===== config.mk =====
export PLATFORM = sky130hd
export DESIGN_NAME = acc_sequencer
export DESIGN_NICKNAME = d
export VERILOG_FILES = /design/src/rtl/acc_sequencer.sv
export SDC_FILE = /design/constraint.sdc
export NUM_CORES = 1
export LEC_CHECK = 0
export ABC_AREA = 1
export CAP_MARGIN = 10
export CORE_ASPECT_RATIO = 1.1
export CORE_MARGIN = 3
export CORE_UTILIZATION = 55
export CTS_CLUSTER_DIAMETER = 60
export CTS_CLUSTER_SIZE = 40
export DETAILED_ROUTE_END_ITERATION = 6
export PLACE_DENSITY = 0.79
export SYNTH_ARGS = -nofsm -noshare
export SYNTH_HDL_FRONTEND = slang
export SYNTH_SLANG_ARGS = --single-unit

===== constraint.sdc =====
create_clock -name clk -period 1.63 [get_ports clk]
set_input_delay 0.326 -clock clk [delete_from_list [all_inputs] [get_ports clk]]
set_output_delay 0.326 -clock clk [all_outputs]
set_load 0.02 [all_outputs]

===== src/rtl/acc_sequencer.sv =====
// acc_sequencer: command FIFO plus control-strobe sequencer for the
// 8-bit adder/accumulator datapath; it owns every datapath control pin.
//
// Ports:
//   clk, rst              clock, synchronous active-high reset
//   cmd_valid/cmd_ready   command handshake (cmd_ready registered)
//   cmd_op, cmd_data      opcode and operand
//   dp_data               byte to the datapath input buffer
//   dp_nla, dp_nlb        load A / load B from bus (active-low)
//   dp_ea, dp_eu          A / ALU drives bus
//   dp_sub, dp_bus_sel    ALU subtract, output mux select (1 = bus)
//   dp_cf, dp_zf          datapath carry / zero flags
//   done, err             completion / illegal-opcode pulses
//   cf_q, zf_q            flags captured on the last ADD/SUB
//   busy                  FSM active or commands queued
//
// Build option: ACC_SEQ_OUT_CMD_EN enables the OUT command (opcode 100).
// Without it opcode 100 is illegal and dp_bus_sel is always 0.
module acc_sequencer #(
    parameter int DATA_W = 8,
    parameter int QDEPTH = 4
) (
    input  logic              clk,
    input  logic              rst,
    input  logic              cmd_valid,
    output logic              cmd_ready,
    input  logic [2:0]        cmd_op,
    input  logic [DATA_W-1:0] cmd_data,
    output logic [DATA_W-1:0] dp_data,
    output logic              dp_nla,
    output logic              dp_nlb,
    output logic              dp_ea,
    output logic              dp_eu,
    output logic              dp_sub,
    output logic              dp_bus_sel,
    input  logic              dp_cf,
    input  logic              dp_zf,
    output logic              done,
    output logic              err,
    output logic              cf_q,
    output logic              zf_q,
    output logic              busy
);

    localparam int PW = (QDEPTH > 1) ? $clog2(QDEPTH) : 1;

    localparam logic [2:0] OP_NOP = 3'b000;
    localparam logic [2:0] OP_LDA = 3'b001;
    localparam logic [2:0] OP_ADD = 3'b010;
    localparam logic [2:0] OP_SUB = 3'b011;
    localparam logic [2:0] OP_OUT = 3'b100;
    localparam logic [2:0] OP_CLR = 3'b101;

    localparam logic [PW:0] CNT_ONE  = 1;
    localparam logic [PW:0] CNT_FULL = QDEPTH[PW:0];

    typedef enum logic [2:0] {
        S_IDLE,
        S_SETUP,
        S_LDB,
        S_ALU,
        S_LDA,
        S_OUT,
        S_FLAG,
        S_DONE
    } state_t;

    function automatic logic is_bad(input logic [2:0] op);
`ifdef ACC_SEQ_OUT_CMD_EN
        return op[2] & op[1];
`else
        return (op[2] & op[1]) | (op == OP_OUT);
`endif
    endfunction

    // ---------------- command FIFO ----------------
    logic [2:0]        q_op   [QDEPTH];
    logic [DATA_W-1:0] q_data [QDEPTH];
    logic [PW-1:0]     wr_ptr;
    logic [PW-1:0]     rd_ptr;
    logic [PW:0]       count;
    logic [PW:0]       count_nxt;
    logic              ready_q;
    logic              push;
    logic              pop;

    state_t state;
    state_t state_nxt;

    assign push = cmd_valid & ready_q;
    assign pop  = (state == S_IDLE) && (count != '0);

    always_comb begin
        count_nxt = count;
        if (push && !pop) begin
            count_nxt = count + CNT_ONE;
        end else if (pop && !push) begin
            count_nxt = count - CNT_ONE;
        end
    end

    always_ff @(posedge clk) begin
        if (push) begin
            q_op[wr_ptr]   <= cmd_op;
            q_data[wr_ptr] <= cmd_data;
        end
    end

    // Pointers are PW bits wide and QDEPTH is a power of two,
    // so natural overflow gives the modulo wrap.
    always_ff @(posedge clk) begin
        if (rst) begin
            wr_ptr  <= '0;
            rd_ptr  <= '0;
            count   <= '0;
            ready_q <= 1'b1;
        end else begin
            if (push) begin
                wr_ptr <= wr_ptr + 1'b1;
            end
            if (pop) begin
                rd_ptr <= rd_ptr + 1'b1;
            end
            count   <= count_nxt;
            ready_q <= (count_nxt != CNT_FULL);
        end
    end

    assign cmd_ready = ready_q;

    // ---------------- command latch ----------------
    logic [2:0]        op_q;
    logic [DATA_W-1:0] data_q;
    logic              bad_q;
    logic              pop_bad;

    assign pop_bad = is_bad(q_op[rd_ptr]);

    // CLR and illegal commands present a zero byte so that nothing
    // but zero can ever reach the input buffer for them.
    always_ff @(posedge clk) begin
        if (rst) begin
            op_q   <= OP_NOP;
            data_q <= '0;
            bad_q  <= 1'b0;
        end else if (pop) begin
            op_q  <= q_op[rd_ptr];
            bad_q <= pop_bad;
            if (pop_bad || q_op[rd_ptr] == OP_CLR) begin
                data_q <= '0;
            end else begin
                data_q <= q_data[rd_ptr];
            end
        end
    end

    // ---------------- sequencer FSM ----------------
    logic op_ld;
    logic op_alu;

    assign op_ld  = (op_q == OP_LDA) || (op_q == OP_CLR);
    assign op_alu = (op_q == OP_ADD) || (op_q == OP_SUB);

    always_ff @(posedge clk) begin
        if (rst) begin
            state <= S_IDLE;
        end else begin
            state <= state_nxt;
        end
    end

    always_comb begin
        state_nxt = state;
        unique case (state)
            S_IDLE: begin
                if (pop) begin
                    state_nxt = S_SETUP;
                end
            end
            S_SETUP: begin
                unique case (1'b1)
                    bad_q:            state_nxt = S_DONE;
                    (op_q == OP_NOP): state_nxt = S_DONE;
                    op_ld:            state_nxt = S_LDA;
                    op_alu:           state_nxt = S_LDB;
`ifdef ACC_SEQ_OUT_CMD_EN
                    (op_q == OP_OUT): state_nxt = S_OUT;
`endif
                    default:          state_nxt = S_DONE;
                endcase
            end
            S_LDB:   state_nxt = S_ALU;
            S_ALU:   state_nxt = S_FLAG;
            S_FLAG:  state_nxt = S_DONE;
            S_LDA:   state_nxt = S_DONE;
            S_OUT:   state_nxt = S_DONE;
            S_DONE:  state_nxt = S_IDLE;
            default: state_nxt = S_IDLE;
        endcase
    end

    // Control strobes decode straight from the state register.
    // dp_data is only non-zero in states where nothing drives the
    // bus, so it can never collide with dp_ea/dp_eu.
    always_comb begin
        dp_data    = '0;
        dp_nla     = 1'b1;
        dp_nlb     = 1'b1;
        dp_ea      = 1'b0;
        dp_eu      = 1'b0;
        dp_sub     = 1'b0;
        dp_bus_sel = 1'b0;
        done       = 1'b0;
        err        = 1'b0;
        unique case (state)
            S_SETUP: begin
                dp_data = data_q;
            end
            S_LDB: begin
                dp_data = data_q;
                dp_nlb  = 1'b0;
            end
            S_ALU: begin
                dp_eu  = 1'b1;
                dp_nla = 1'b0;
                dp_sub = (op_q == OP_SUB);
            end
            S_LDA: begin
                dp_data = data_q;
                dp_nla  = 1'b0;
            end
`ifdef ACC_SEQ_OUT_CMD_EN
            S_OUT: begin
                dp_ea      = 1'b1;
                dp_bus_sel = 1'b1;
            end
`endif
            S_DONE: begin
                done = ~bad_q;
                err  = bad_q;
            end
            default: begin
            end
        endcase
    end

    // The datapath registers its flags on the ALU edge, so they are
    // stable here one cycle later.
    always_ff @(posedge clk) begin
        if (rst) begin
            cf_q <= 1'b0;
            zf_q <= 1'b0;
        end else if (state == S_FLAG) begin
            cf_q <= dp_cf;
            zf_q <= dp_zf;
        end
    end

    assign busy = (state != S_IDLE) || (count != '0);

endmodule


======== Word-level counts from Yosys, hierarchy flattened ========
Memory sizes are Yosys's and may differ from the RTL's. A register that Yosys moved wholly into a read port is not among the register bits.
Index checks and enable logic that the tools add are counted.
word-level totals
  input bits .............................. 16
  memories ................................ 2
  flip-flop bits (word level) ............. 25
  bits in writable memories ............... 44
  output and inout port bits .............. 20
memories
  memory  words  bits a word  rd ports  clocked after memory_dff  write ports  RTL line  text
  q_data  4      8            1         1                         1            78        logic [DATA_W-1:0] q_data [QDEPTH];
  q_op    4      3            1         1                         1            77        logic [2:0] q_op [QDEPTH];
operators by class
  reductions and logical operators ........ 15
  $add $sub $neg .......................... 4
  muxes and demuxes ....................... 19
  bitwise logic cells ..................... 4
  equal/unequal tests ..................... 15
operators by type and width
  cell                                                  number
  equality test 3 bit (second input constant)           7
  case mux 3 bit (6 select lines)                       1
  2-to-1 mux 8 bit                                      2
  equality test 3 x 2 -> 1 bit (second input constant)  4
  2-to-1 mux 3 bit                                      3
  2-to-1 mux 1 bit                                      8
  2-to-1 mux 2 bit                                      4
  equality test 3 x 1 -> 1 bit (second input constant)  2
  case mux 3 bit (2 select lines)                       1
  nonzero test 3 bit                                    2
  OR reduction 3 bit                                    2
  adder 2 x 1 -> 2 bit (second input constant)          2
  logical OR 1 bit                                      4
  adder 3 x 1 -> 3 bit (second input constant)          1
  logical AND 1 bit                                     3
  logical NOT 3 bit                                     1
  != test 3 bit (second input constant)                 1
  subtractor 3 x 1 -> 3 bit (second input constant)     1
  bitwise AND 1 bit                                     2
  logical NOT 1 bit                                     2
  != test 2 bit (second input constant)                 1
  OR reduction 2 bit                                    1
  NOT 1 bit                                             1
  OR 1 bit                                              1

======== Depth between registers and ports, before layout ========
Gate-level depths: netlist (run 1).
  depth after elaboration ................. 6
  gate-level depth with buffers ........... 10
  mapped depth without buffers ............ 10

======== Worst setup path after synthesis (run 1) ========
OpenSTA, ideal clock, no wires.
  path kind ............................... reg-to-output
  start ................................... register state[1]
  end ..................................... output port dp_sub
  setup slack ............................. 0.046 ns
  path buffers ............................ 0
  required time ........................... 1.304 ns
  arrival ................................. 1.258 ns
  stages on the path, launching flop included .. 4
  cells stage by stage .................... dfxtp_1 -> nand2_1 -> nor2_1 -> and3_1
between the ends
  word-level cells in the longest chain between the ends .. 2
RTL lines
  element                       RTL line  text
  start, declared               87        state_t state;
  start signal, assigned        168       state <= state_nxt;
  equality test 3 x 2 -> 1 bit  215       unique case (state)
  2-to-1 mux 1 bit              215
  end, declared                 34        output logic dp_sub,
Every way passes these cells.

======== Final worst setup path (run 1) ========
  start ................................... register state[2]
  end ..................................... output port dp_nlb
between the ends
  word-level cells in the longest chain between the ends .. 2
RTL lines
  element                       RTL line  text
  equality test 3 x 2 -> 1 bit  215
  2-to-1 mux 1 bit              215
  end, declared                 31        output logic dp_nlb,
Every way passes these cells.

==> impl_metrics.tcl, run 1 <==
set metrics [dict create \
    outcome "finished clean" \
    clock_skew_ns 0.00944 \
    switchingPower_mw 2.35 \
    h-tree-depth 3 \
    setup_ws_ns 0.00334 \
    comb_power_share_pct 38.7 \
    final_cell_area_um2 3880 \
    synth_edf_count 44 \
    power.density_nw_per_um2 1740 \
    synth_warnings 0 \
    hpwl_um 4090 \
    routabilityCongestion 0.922 \
    synthFlopType "edfxtp_1" \
    io_buffers 33 \
    synth_top_area_cell "edfxtp_1" \
    seq_area_frac_synth_pct 62.8 \
    die_y_um 83.0 \
    ir_worst_vdd_mv 0.899 \
    syn_area_per_cell_um2 10.0 \
    critPathKind "flop to output port" \
    final_hold_viol_count 0 \
    drtAntennaViolNets 0 \
    drt_wl_total_um 5990 \
    cts_tree "yes" \
    vias 2213 \
    core_um2 5100 \
    worstSkewPairLatency_ns 0.34 \
    clock_path_buffers 2 \
    cts_buffers 9 \
    routedWlPerCell_um 13.7 \
    post-route-min-period_ns 1.63 \
    total_power_mw 6.74 \
    seq_power_share_pct 36.4 \
    placed_area_um2 3540 \
    synth_area_leaders "edfxtp_1, dfxtp_1, nand2_1" \
    place_inst 419 \
    holdCritPathClass "flop to flop" \
    required_ns 1.30 \
    rsz0062_at_grt "true" \
    initialDrtViolationCount 97 \
    die-area_um2 6310 \
    cap_violations 0 \
    first_pass_iters 4 \
    max_freq_mhz 615 \
    syn2layout_area_growth_pct 30.9 \
    pre_cts_ws_ns -0.266 \
    holdWs_ns 0.448 \
    grt_overflow 0 \
    clkTransAtPathRegs_ns 0.08 \
    setup.worst_path.start_class "flop" \
    yosysTopAreaCellShare_pct 44.6 \
    critPathCaptureType "output port" \
    synth_area_um2 2960 \
    swShare_pct 34.9 \
    drc 0 \
    cts-root-buf "clkbuf_8" \
    ys_ff_latch 71 \
    die_width_um 76.0 \
    start_util_pct 58.1 \
    viasPerCell 5.05 \
    regArea_um2 1880 \
    ys_types 28 \
    diodes 0 \
    syn_inst 295 \
    fillers 334 \
    antenna_found_initial 0 \
    intPower_mw 4.39 \
    grt_pass1_vias 2225 \
    crit_path_max_fanout 4 \
    final_nets 384 \
    synth-async-reset-ratio_pct 0 \
    fin_crit_sh_pct 99.8 \
    final_max_slew_viol_count 0 \
    ios 36 \
    grt_util_all_layers_pct 20.5 \
    grt_max_degree 15 \
    p_leak_nw 1.59 \
    setup_viol 0 \
    finalNonFillerCells 438 \
    multiInputGateArea_um2 958 \
    cp_data_arrival_time_ns 1.30 \
    clock-sinks 71 \
    grt_pass1_wl_um 10000 \
    rows 27 \
    drive_gt1_share_pct 27.0 \
    p_clk_share_pct 24.9 \
]
==> cell type report <==
class                           count  share of cell area [%]
Sequential cell                    71                    48.3
Multi-Input combinational cell    180                    24.7
Timing Repair Buffer               67                    15.2
Clock buffer                        9                    3.19
Inverter                           32                    3.13
Clock inverter                      7                    3.10
Tap cell                           72                    2.32
==> sequential cells by signal, summed over array words and instances (netlist names), named ones only <==
register	flops
wr_ptr	2
cf_q	1
state	3
op_q	3
count	3
data_q	8
q_op	12
zf_q	1
bad_q	1
rd_ptr	2
q_data	32
cmd_ready	1
==> path summary, 6_finish.rpt <==
path / cells after the start / slack (ns) / start / to
max reg2reg: 11 / 0.13 / count[0] / cmd_ready
min reg2reg: 2 / 0.45 / cf_q / cf_q
max: 4 / 0.003 / state[2] / dp_nlb
min: 2 / 0.45 / cf_q / cf_q
==> stage by stage <==
step | util, % | TNS [ns]
final | 76.1 | 0
after global routing | 76.1 | -0.677
after CTS | 74.2 | -0.00484
after detailed placement | 69.5 | -4.65
after global placement | 69.5 | -3.43
after floorplan | - | 0
==> timing repair <==
action                     in CTS  in global routing
hold buffers                    0                  0
gates resized for setup        82                 29
setup endpoints to repair      15                 33
setup buffers                   0                  3
pin swaps                       2                 10
==> synthesized netlist by cell type, types with 2 or more instances <==
| master | instances |
|---|---|
| edfxtp_1 | 44 |
| ha_1 | 7 |
| nor2_1 | 36 |
| buf_2 | 4 |
| nand3_2 | 4 |
| a31oi_1 | 2 |
| buf_6 | 2 |
| dfxtp_1 | 27 |
| buf_4 | 2 |
| inv_1 | 31 |
| o21ai_1 | 4 |
| o21ai_0 | 26 |
| nand3_1 | 8 |
| nand2_1 | 48 |
| nand2_2 | 3 |
| nor2_4 | 2 |
| o22ai_1 | 8 |
| a21oi_1 | 23 |
| clkbuf_1 | 5 |
==> metal layers <==
layer  vias to the layer above  part of all wire [%]  track usage, %  wire [µm]
met1                      1011                    42            22.6       2490
met2                        72                    51            35.2       3060
met4                         0                   1.9            12.0        114
met3                         9                   5.2            5.75        314
met5                         -                     0               0          0
li1                       1121                     -               -          -
==> critical path, stage by stage (launching register included) <==
cell and delay [ns]:
dfxtp_4 0.37, inv_2 0.08, nand3_2 0.12, buf_4 0.15
clkdlybuf4s15_2 0.24
==> power groups by stage <==
stage	Clock, mW	Combinational (mW)	Sequential [mW]
detailed placement	0	2.38	2.43
floorplan	0	1.49	2.42
finish	1.68	2.61	2.45
global route	1.78	2.89	2.48
CTS	1.71	2.45	2.42
global placement	0	2.32	2.42
==> kinds of logic (layout without fill, tap and decap cells) <==
kind of cell,Yosys count,in the layout,share of synthesized area (%)
AND/OR/NAND/NOR,105,105,15.5
flip-flops,71,71,62.8
AO/OA/AOI/OAI,66,66,11.9
buffers and inverters,45,115,6.67
adder cells (fa/ha/maj),7,7,2.95
other,1,2,0.127
==> placed cells by master (no fill, tap or decap), types with 3 or more instances in the layout <==
master	n
nand3_1	5
inv_1	25
nor2_4	3
dfxtp_1	22
o21ai_1	4
nand2_1	43
buf_6	11
a21oi_1	23
o22ai_1	8
nand2_2	8
dfxtp_4	3
inv_2	6
edfxtp_1	44
o21ai_0	26
clkbuf_8	9
nand3_2	6
buf_2	3
bufinv_16	3
ha_1	6
nor2_2	3
clkdlybuf4s50_1	16
buf_4	34
nor2_1	33
Note: power is estimated with default switching activity, not from simulation.
==> inputs of run 2 (changes only) <==
CAP_MARGIN = 15   (was 10)
CTS_CLUSTER_SIZE = 25   (was 40)
==> results of run 2 <==
Same layout as run 1: the final DEF is identical, and so are final timing and power.
